### src/rtl/sd_phy_crc_pkg.sv
// sd_phy_crc_pkg: shared polynomials and FSM encoding for the SD PHY CRC engine
package sd_phy_crc_pkg;
    localparam logic [6:0]  POLY_CRC7  = 7'h09;
    localparam logic [15:0] POLY_CRC16 = 16'h1021;
    typedef enum logic [1:0] {ST_IDLE, ST_ACCUM, ST_SHIFT, ST_CHECK} state_e;
endpackage

### src/rtl/sd_phy_crc_lane.sv
// sd_phy_crc_lane: one serial CRC LFSR with clear, update and shift-out controls
module sd_phy_crc_lane
    import sd_phy_crc_pkg::*;
#(
    parameter int             CRC_W = 7,
    parameter logic [CRC_W-1:0] POLY = POLY_CRC7
) (
    input  logic             clk,
    input  logic             reset,
    input  logic             clr,
    input  logic             upd,
    input  logic             shift,
    input  logic             d,
    output logic [CRC_W-1:0] r,
    output logic             msb_next
);
    logic [CRC_W-1:0] r_q, r_d, base;
    always_comb begin
        base = clr ? '0 : r_q;
        r_d = upd ? ({base[CRC_W-2:0], 1'b0} ^ ((d ^ base[CRC_W-1]) ? POLY : '0))
            : shift ? {base[CRC_W-2:0], 1'b0} : base;
        msb_next = r_d[CRC_W-1];
    end
    always_ff @(posedge clk) begin
        if (reset) r_q <= '0;
        else r_q <= r_d;
    end
    assign r = r_q;
endmodule

### src/rtl/sd_phy_crc_engine.sv
// sd_phy_crc_engine: multi-lane serial CRC generate/shift-out; receive check built only with SD_PHY_CRC_CHECK_EN
module sd_phy_crc_engine
    import sd_phy_crc_pkg::*;
#(
    parameter int               CRC_W = 7,
    parameter logic [CRC_W-1:0] POLY  = POLY_CRC7,
    parameter int               LANES = 1
) (
    input  logic                   clk,
    input  logic                   reset,
    input  logic                   start,
    input  logic                   data_valid,
    input  logic [LANES-1:0]       data_in,
    input  logic                   emit,
    input  logic                   check,
    output logic [LANES*CRC_W-1:0] crc,
    output logic                   busy,
    output logic [LANES-1:0]       crc_bit,
    output logic                   crc_bit_valid,
    output logic                   crc_done,
    output logic                   chk_done,
    output logic [LANES-1:0]       chk_err
);
    localparam int CNT_W = $clog2(CRC_W + 1);
    state_e           state_q, state_d;
    logic [CNT_W-1:0] cnt_q, cnt_d;
    logic [LANES-1:0] crc_bit_q, crc_bit_d, msb_next;
    logic             crc_bit_valid_q, crc_bit_valid_d, crc_done_q, crc_done_d;
    logic             in_accum, in_shift, go_emit, upd, shift;
`ifdef SD_PHY_CRC_CHECK_EN
    logic             in_check, go_check, chk_done_q, chk_done_d;
    logic [LANES-1:0] chk_err_q, chk_err_d, nz;
`else
    logic unused_check;
    assign unused_check = check;
`endif

    for (genvar k = 0; k < LANES; k++) begin : g_lane
        sd_phy_crc_lane #(.CRC_W(CRC_W), .POLY(POLY)) u_lane (
            .clk(clk), .reset(reset), .clr(start), .upd(upd), .shift(shift), .d(data_in[k]),
            .r(crc[k*CRC_W +: CRC_W]), .msb_next(msb_next[k])
        );
`ifdef SD_PHY_CRC_CHECK_EN
        assign nz[k] = |crc[k*CRC_W +: CRC_W];
`endif
    end

    always_comb begin
        in_accum = state_q == ST_ACCUM;
        in_shift = state_q == ST_SHIFT;
        go_emit = in_accum & emit & ~start;
        shift = in_shift & ~start;
        state_d = state_q;
        cnt_d = cnt_q;
        crc_bit_d = '0;
        crc_bit_valid_d = 1'b0;
        crc_done_d = 1'b0;
`ifdef SD_PHY_CRC_CHECK_EN
        in_check = state_q == ST_CHECK;
        go_check = in_accum & check & ~emit & ~start;
        upd = data_valid & (start | in_accum | (in_check & cnt_q != '0));
        chk_done_d = 1'b0;
        chk_err_d = start ? '0 : chk_err_q;
`else
        upd = data_valid & (start | in_accum);
`endif
        if (start) begin
            state_d = ST_ACCUM;
            cnt_d = '0;
        end else if (go_emit) begin
            state_d = ST_SHIFT;
            cnt_d = CNT_W'(CRC_W - 1);
            crc_bit_d = msb_next;
            crc_bit_valid_d = 1'b1;
        end else if (in_shift) begin
            state_d = cnt_q == '0 ? ST_IDLE : ST_SHIFT;
            cnt_d = cnt_q == '0 ? '0 : cnt_q - 1'b1;
            crc_bit_d = cnt_q == '0 ? '0 : msb_next;
            crc_bit_valid_d = cnt_q != '0;
            crc_done_d = cnt_q == CNT_W'(1);
`ifdef SD_PHY_CRC_CHECK_EN
        end else if (go_check) begin
            state_d = ST_CHECK;
            cnt_d = CNT_W'(CRC_W);
        end else if (in_check) begin
            // the residue is judged one cycle after the last received CRC bit lands
            state_d = cnt_q == '0 ? ST_IDLE : ST_CHECK;
            cnt_d = (cnt_q != '0 && data_valid) ? cnt_q - 1'b1 : cnt_q;
            chk_done_d = cnt_q == '0;
            chk_err_d = cnt_q == '0 ? nz : chk_err_q;
`endif
        end
    end

    always_ff @(posedge clk) begin
        if (reset) begin
            state_q <= ST_IDLE;
            cnt_q <= '0;
            crc_bit_q <= '0;
            crc_bit_valid_q <= 1'b0;
            crc_done_q <= 1'b0;
        end else begin
            state_q <= state_d;
            cnt_q <= cnt_d;
            crc_bit_q <= crc_bit_d;
            crc_bit_valid_q <= crc_bit_valid_d;
            crc_done_q <= crc_done_d;
        end
    end

`ifdef SD_PHY_CRC_CHECK_EN
    always_ff @(posedge clk) begin
        if (reset) begin
            chk_done_q <= 1'b0;
            chk_err_q <= '0;
        end else begin
            chk_done_q <= chk_done_d;
            chk_err_q <= chk_err_d;
        end
    end
    assign chk_done = chk_done_q;
    assign chk_err = chk_err_q;
`else
    assign chk_done = 1'b0;
    assign chk_err = '0;
`endif

    assign busy = state_q != ST_IDLE;
    assign crc_bit = crc_bit_q;
    assign crc_bit_valid = crc_bit_valid_q;
    assign crc_done = crc_done_q;
endmodule

### config.mk
export PLATFORM = sky130hd
export DESIGN_NAME = sd_phy_crc_engine
export DESIGN_NICKNAME = d
export VERILOG_FILES = /design/src/rtl/sd_phy_crc_pkg.sv /design/src/rtl/sd_phy_crc_lane.sv /design/src/rtl/sd_phy_crc_engine.sv
export SDC_FILE = /design/constraint.sdc
export NUM_CORES = 1
export LEC_CHECK = 0
export CAP_MARGIN = 0
export CORE_UTILIZATION = 40
export CTS_CLUSTER_DIAMETER = 80
export DETAILED_ROUTE_END_ITERATION = 12
export PLACE_DENSITY = 0.74
export SYNTH_ARGS = -nofsm -noshare
export SYNTH_HDL_FRONTEND = slang
export SYNTH_HIERARCHICAL = 1
export SYNTH_SLANG_ARGS = --single-unit
export TNS_END_PERCENT = 100
### constraint.sdc
create_clock -name clk -period 2.3 [get_ports clk]
set_input_delay 0.23 -clock clk [delete_from_list [all_inputs] [get_ports clk]]
set_output_delay 0.23 -clock clk [all_outputs]
set_load 0.02 [all_outputs]
Yosys cells after proc, flatten, opt, wreduce, memory -nomap -nowiden
Cells that the tools add are included.

word-level totals
  bits of input ports = 7
  register bits = 15
  output and inout bits = 13
  word-level logic and storage cells = 45

cells by class
  multiplexer cells = 16
  equality and inequality tests = 3
  bitwise operators = 9
  add/sub/neg operators = 1
  reductions and logical operators = 8

operators by type and width
  cell                   count
  $mux W7                3
  $mux W3                3
  $xor A7 B7 Y7          1
  $mux W1                6
  $mux W2                3
  $reduce_bool A3 Y1     2
  $and A1 B1 Y1          4
  $mux W4                1
  $reduce_bool A2 Y1     2
  $reduce_or A4 Y1       1
  $eq A3 B1 Y1 const B   1
  $logic_not A3 Y1       1
  $reduce_or A3 Y1       1
  $sub A3 B1 Y3 const B  1
  $eq A2 B1 Y1 const B   1
  $eq A2 B2 Y1 const B   1
  $not A1 Y1             2
  $reduce_or A2 Y1       1
  $or A1 B1 Y1           1
  $xor A1 B1 Y1          1

Depth between registers and ports, before layout
Gate-level depths: netlist of run 1.

  depth after elaboration = 8
  depth in mapped cells = 6
  depth with buffers taken out = 6

By module
Netlist of run 1, hierarchy kept.

modules (own cells, without submodules)
  module             times used  cells an instance  seq. area each (um^2)  area an instance (um^2)
  sd_phy_crc_engine  1           44                 160.2                  421.7
  sd_phy_crc_lane    1           32                 140.1                  335.3

Worst setup path before layout of run 1
OpenSTA, ideal clock, no wires.

  path kind = register to register
  start = register state_q[1]
  end = register crc_bit_q (netlist: crc_bit)
  data required time = 2185 ps
  arrival = 1427 ps
  buffers on the path = 0
  period minus slack after synthesis = 1543 ps
  setup time = 115 ps
  cell stages (with the launch flop) = 7
  setup slack = 757 ps
  cells stage by stage = dfxtp_1 -> and2b_1 -> o21a_1 -> nor2_4 -> mux2i_1 -> nor2_1 -> nor3b_2

between the ends
  longest elaborated chain between the ends = 7
  elaborated cells on any way between the ends = 12
  classes of those cells = eq/ne: 2; mux: 5; bitwise: 5

ends and longest elaborated chain
  item                      line                      RTL
  start: declaration        sd_phy_crc_engine.sv:25   state_e state_q, state_d;
  start signal: assignment  sd_phy_crc_engine.sv:103  state_q <= state_d;
  $eq A2 B1 Y1 *            sd_phy_crc_engine.sv:49   in_accum = state_q == ST_ACCUM;
  $or A1 B1 Y1 *            sd_phy_crc_engine.sv:65   upd = data_valid & (start | in_accum);
  $and A1 B1 Y1 *           sd_phy_crc_engine.sv:65
  named net upd             sd_phy_crc_engine.sv:29   logic in_accum, in_shift, go_emit, upd, shift;
  $mux W7 *                 sd_phy_crc_lane.sv:20     r_d = upd ? ({base[CRC_W-2:0], 1'b0} ^ ((d ^ base[CRC_W-1]) ? POLY : '0))
  named net msb_next        sd_phy_crc_engine.sv:27   logic [LANES-1:0] crc_bit_q, crc_bit_d, msb_next;
  $mux W1                   sd_phy_crc_engine.sv:78   crc_bit_d = cnt_q == '0 ? '0 : msb_next;
  $mux W1                   sd_phy_crc_engine.sv:75   end else if (in_shift) begin
  $mux W1 *                 sd_phy_crc_engine.sv:70   end else if (go_emit) begin
  end signal: assignment    sd_phy_crc_engine.sv:105  crc_bit_q <= crc_bit_d;
  end: declaration          sd_phy_crc_engine.sv:27

The timed path passes the listed nets; every way through them passes the cells marked *.
A chain may end at the register's enable or synchronous reset.

Worst setup path in the final report of run 1
  start = register state_q[0]
  end = output busy

between the ends
  longest elaborated chain between the ends = 1

ends and longest elaborated chain
  item                line                      RTL
  $reduce_bool A2 Y1  sd_phy_crc_engine.sv:128  assign busy = state_q != ST_IDLE;
  end: declaration    sd_phy_crc_engine.sv:17   output logic busy,

Every way passes these cells.

==> summary.txt, run 1 <==
Clocking
  • Clock Path Buffers: 2
  • Setup Fix Bufs, Post-CTS: 0
  • Worst-Skew Late Latency: about 0.28 ns
  • CTS Sinks: 15
  • Hold_buf cts: 0
  • Cts bufs inserted: 3
  • Reg clk slew, reported paths: approximately 0.090 ns
  • H-tree depth: 1
  • Root buf cell: clkbuf_4
  • # resized after CTS: 0
  • CTS tree: yes

Routing
  • Drt drc: 0
  • M1 WL: 623 um
  • Final Routed Wirelength: roughly 1.4 mm
  • Post-route ant nets: 0
  • Wire length per cell: between 10 and 15 um
  • DR vias: 609
  • Pre-Repair DR Iteration Count: 4
  • Met2 routed WL: ~700 um
  • Drt first-iter violations: 16
  • Max layer used: met4
  • Met3 routed WL: ~66 um
  • Avg Vias per Cell: approximately 5.2

Synthesis
  • Yosys warns: 6
  • Post-synth top area cell: dfxtp_1
  • Post-synth top area share: 0.397
  • Avg Cell Area, Syn: 9.96 um^2
  • Seq/Total Area, Yosys: 0.397
  • Synthesized instance count: 76
  • Synth top area cells: dfxtp_1, mux2i_1, nor3_1, a21oi_1, buf_6
  • Mapped Area: approximately 760 um^2
  • Yosys reg bits: 15
  • Yosys cell types: 33

Cells and area
  • Final nets: 101
  • Util after Layout: 0.541
  • Area Growth Syn to Fin: 24.6%
  • Fraction of layout cells with a size suffix above 1: 0.140
  • # diodes: 0

Floorplan
  • Die W: 45.5 um
  • Core area: between 1500 and 2000 um^2
  • Top Ports: 20
  • FP Rows: 15
  • Starting density of the core: 0.434
  • Die Height: about 46 um
  • Die area: about 2100 um^2

Power and ir drop
  • Worst vdd ir: roughly 0.45 mV
  • Leakage Power: approximately 0.00036 uW
  • PD cells: approximately 520 nW/um^2

Run status
  • Outcome: completed

Timing
  • Final setup vio count: 0
  • Setup TNS: 0 ns
  • Max-slew violation count: 0
  • Minimum clock period after layout: ~1.8 ns
  • Hold_ws: ~0.49 ns
  • Final hold violation count: 0
  • Clock skew: approximately 0.0015 ns
  • Final worst slack: approximately 0.52 ns
  • Fmax: about 560 MHz
  • RSZ-0062 raised after global routing: false
  • Fin crit share: 0.774

Global routing
  • GRT Overall Usage: 0.150
  • Largest net degree at the start of global routing: 15
  • Initial antenna violation count: 0
  • First-pass GRT wire length: ~2.2 mm
  • Total grt overflow: 0
  • Number of global-route vias before repair: 495

Worst setup path
  • CP Data Required Time: around 2.1 ns
  • Worst EP arrival: approximately 1.6 ns
  • RR Endpoint: crc_bit
  • Crit Path Class: reg2out
  • Worst reg2reg path startpoint: state_q[1]
  • Setup crit end kind: output port
  • Startpoint Class: flop
  • Setup slack, reg-to-reg: between 0.5 and 0.6 ns
  • Worst-path fanout max: 8
  • Reg2Reg Depth: 6

Worst hold path
  • Hold Crit Start: cnt_q[2]
  • Hold EP: cnt_q[2]
  • Worst min path class: reg2reg
  • Worst hold path depth: 2

Flow run
  • Max cap viols: 0

Placed design
  • Setup WS pre-CTS: between 0.5 and 0.6 ns
  • DP Wirelength: about 1 mm
  • Port bufs: 16
  • Final Wtd Congestion: between 0.7 and 0.8
## worst max-delay path by stage
stage               cells past startpoint       start  slack [ns]      end
floorplan                               6  state_q[1]        0.76  crc_bit
global placement                        6       start        0.54  crc_bit
detailed placement                      6       start        0.51  crc_bit
CTS                                     2  state_q[0]        0.52     busy
global route                            2  state_q[0]        0.44     busy
finish                                  2  state_q[0]        0.52     busy
## layout by cell type (no fill, tap or decap), types with 3 or more instances in the layout
cell and count:
dfxtp_1 15, nand2_1 3, nor2_1 5, a21oi_1 6
clkbuf_4 3, mux2i_1 5, clkdlybuf4s50_1 16, nor3_1 7
o21ai_0 3
## worst max-delay path: stages, from the launching register on
cell and delay (ns):
dfxtp_1 0.48, or2_1 0.19, clkdlybuf4s50_1 0.60
## cell type report
class,count,area [um^2]
Timing Repair Buffer,17,168
Sequential cell,15,300
Tap cell,25,31.3
Fill cell,171,802
Multi-Input combinational cell,57,418
Clock buffer,4,26.3
## cell usage after synthesis
| cell type | number |
|---|---|
| dfxtp_1 | 15 |
| nor3_1 | 7 |
| a21oi_1 | 6 |
| mux2i_1 | 5 |
| nor2_1 | 5 |
| nand2_1 | 3 |
| o21ai_0 | 3 |
| and2b_1 | 2 |
| buf_4 | 2 |
| buf_6 | 2 |
| nand3b_1 | 2 |
| o21a_1 | 2 |
| or2_1 | 2 |
| a211o_1 | 1 |
| a311oi_2 | 1 |
| buf_2 | 1 |
| conb_1 | 1 |
| nand2b_1 | 1 |
| nand2b_4 | 1 |
| nand3b_4 | 1 |
| nand4_1 | 1 |
| nand4bb_1 | 1 |
| nor2_4 | 1 |
| nor2b_4 | 1 |
| nor3b_2 | 1 |
| o2111ai_1 | 1 |
| o211a_1 | 1 |
| o21a_4 | 1 |
| o21ai_2 | 1 |
| o31ai_1 | 1 |
| or2_2 | 1 |
| or3b_1 | 1 |
| xor2_1 | 1 |
## report_power, final
| group | switching (uW) | internal [uW] | total [uW] |
|---|---|---|---|
| logic | 35.8 | 32.3 | 68.1 |
| clock network | 81.4 | 67.2 | 149 |
| registers | 5.78 | 264 | 270 |
## flip-flops by register name (all words and copies together), names as in the netlist
register / cells
cnt_q: 3
crc_bit: 1
crc_bit_valid: 1
crc_done: 1
g_lane.u_lane/r: 7
state_q: 2
## logic make-up after synthesis
| kind of cell | share of synthesized area |
|---|---|
| XOR/XNOR | 0.0116 |
| buffers and inverters | 0.0562 |
| other | 0.00495 |
| AND/OR/NAND/NOR | 0.288 |
| multiplexers | 0.0661 |
| flip-flops | 0.397 |
| AO/OA/AOI/OAI | 0.177 |
## layer usage
layer | global-route usage | up-vias
met1 | 0.195 | 285
met2 | 0.229 | 19
met3 | 0.0595 | 2
met5 | 0 | -
met4 | 0.0424 | 0
li1 | - | 303
## through the flow
stage	power (uW)	cells	cell area, um^2
4_1_cts	492	118	943
2_1_floorplan	322	77	761
5_1_grt	513	118	943
6_report	487	118	943
3_5_place_dp	344	114	917
3_3_place_gp	343	114	917
Power figures use the tool's default switching activity.
==> inputs of run 2 (changes only) <==
clock period = 1.64 ns   (was 2.3 ns; I/O delays follow)
==> run 2 against run 1 <==
Non-clock buffer count up 3. First-iteration DRC count up 38%. Via count up 1.3%. Register-to-register slack worse by 0.46 ns.
==> summary.txt, run 2 (same netlist as run 1, synthesis figures left out) <==
Run status
  • Outcome: completed

Cells and area
  • Fill cell count: 163
  • Fin area: about 970 um^2
  • Most common cell after layout, fill and taps aside: clkdlybuf4s50_1
  • Fraction of layout cells with a size suffix above 1: 0.177
  • Max FFs per register: 7
  • Finished Layout Cells: between 100 and 150
  • Final nets: between 100 and 150
  • # diodes: 0
  • Util after Layout: 0.553
  • Area Growth Syn to Fin: 27.6%
  • Most frequent cells in the layout: clkdlybuf4s50_1, dfxtp_1, nor3_1, a21oi_1

Worst setup path
  • CP Cell Sequence: and2b_1 > o21a_1 > or3b_1 > o2111ai_1 > o211a_1
  • Worst EP arrival: about 1.8 ns
  • CP max stage cell: or3b_1
  • Startpoint Class: flop
  • Worst-path fanout max: 8
  • CP peak stage delay: approximately 0.41 ns
  • CP Data Required Time: 1.88 ns
  • Crit Path Class: reg2reg
  • Setup crit end kind: flop

Timing
  • Final worst slack: slightly below 0.1 ns
  • Clock skew: between 0.006 and 0.007 ns
  • Fin crit share: 0.940
  • Fmax: ~650 MHz
  • Max-slew violation count: 0
  • Final setup vio count: 0
  • RSZ-0062 raised after global routing: false
  • Final hold violation count: 0
  • Minimum clock period after layout: between 1.5 and 2 ns

Placed design
  • Placed Instances: between 100 and 150
  • Port bufs: 16
  • Final Wtd Congestion: roughly 0.7
  • Setup WS pre-CTS: -0.0463 ns
  • DP Wirelength: 1.10 mm
  • Placed inst area: ~940 um^2

Flow run
  • Max cap viols: 0

Clocking
  • H-tree depth: 1
  • Cts bufs inserted: 3
  • Worst-Skew Late Latency: ~0.29 ns
  • Setup Fix Bufs, Post-CTS: 0
  • Hold_buf cts: 0
  • Clock Path Buffers: 2
  • Reg clk slew, reported paths: ~0.09 ns
  • CTS tree: yes
  • Root buf cell: clkbuf_4
  • CTS Sinks: 15

Power and ir drop
  • Worst vdd ir: about 0.4 mV
  • PD cells: a little over 700 nW/um^2
  • Leakage Power: about 0.00038 uW

Worst hold path
  • Worst min path class: reg2reg

Floorplan
  • Die area: a little over 2000 um^2
  • Core area: 1750 um^2
  • Die Height: between 40 and 50 um
  • Top Ports: 20
  • FP Rows: 15
  • Starting density of the core: 0.434
  • Die W: 45.5 um

Global routing
  • First-pass GRT wire length: approximately 2.4 mm
  • Largest net degree at the start of global routing: 15
  • Initial antenna violation count: 0
  • Number of global-route vias before repair: roughly 530
  • Total grt overflow: 0
  • GRT Overall Usage: 0.166

Routing
  • Wire length per cell: 12.0 um
  • DR vias: approximately 600
  • Drt drc: 0
  • Pre-Repair DR Iteration Count: 4
  • Avg Vias per Cell: 5.10
  • Final Routed Wirelength: ~1.4 mm
  • Post-route ant nets: 0
  • Drt first-iter violations: 22
-- run 2: path summary, 6_finish.rpt --
kind / startpoint / to / slack, ns / cells after the start
max: state_q[0] / g_lane[0].u_lane/r[3] / 0.1 / 5
min reg2reg: cnt_q[2] / cnt_q[2] / 0.50 / 2
min: cnt_q[2] / cnt_q[2] / 0.50 / 2
max reg2reg: state_q[0] / g_lane[0].u_lane/r[3] / 0.1 / 5
-- run 2: where the power goes --
group | internal [uW] | switching [uW]
Sequential | 371 | 7.19
Clock | 94.6 | 122
Combinational | 48.4 | 53.2
Total | 514 | 183
-- run 2: timing repair --
item                                    CTS  global route
endpoints found under the setup margin    1             0
endpoints found under the hold margin     0             0
gates resized for setup                   2             0
-- run 2: layout make-up --
| class | count | area [um^2] | area share |
|---|---|---|---|
| Multi-Input combinational cell | 57 | 418 | 0.433 |
| Sequential cell | 15 | 302 | 0.312 |
| Timing Repair Buffer | 20 | 189 | 0.196 |
| Clock buffer | 4 | 26.3 | 0.0272 |
| Tap cell | 25 | 31.3 | 0.0324 |
-- run 2: worst max-delay path, delay by kind of cell (launching register included) --
family,cells,cell delay [ns]
simple gates,2,0.58
flops,1,0.37
compound gates,3,0.53
-- run 2: per-stage QoR --
| stage | hold slack (ns) | TNS [ns] | total power, uW |
|---|---|---|---|
| 3_3_place_gp | 0.470 | 0 | 487 |
| 2_1_floorplan | 0.233 | 0 | 451 |
| 3_5_place_dp | 0.479 | -0.0463 | 489 |
| 5_1_grt | 0.521 | 0 | 726 |
| 4_1_cts | 0.496 | 0 | 705 |
| 6_report | 0.501 | 0 | 697 |
-- run 2: per-layer routing --
layer	routed length, um	share of wire	vias up	global-route usage
li1	-	-	312	-
met2	696	0.48	11	0.243
met3	36	0.025	2	0.0476
met5	0	0	-	0
met1	690	0.48	292	0.217
met4	25	0.017	0	0.0909
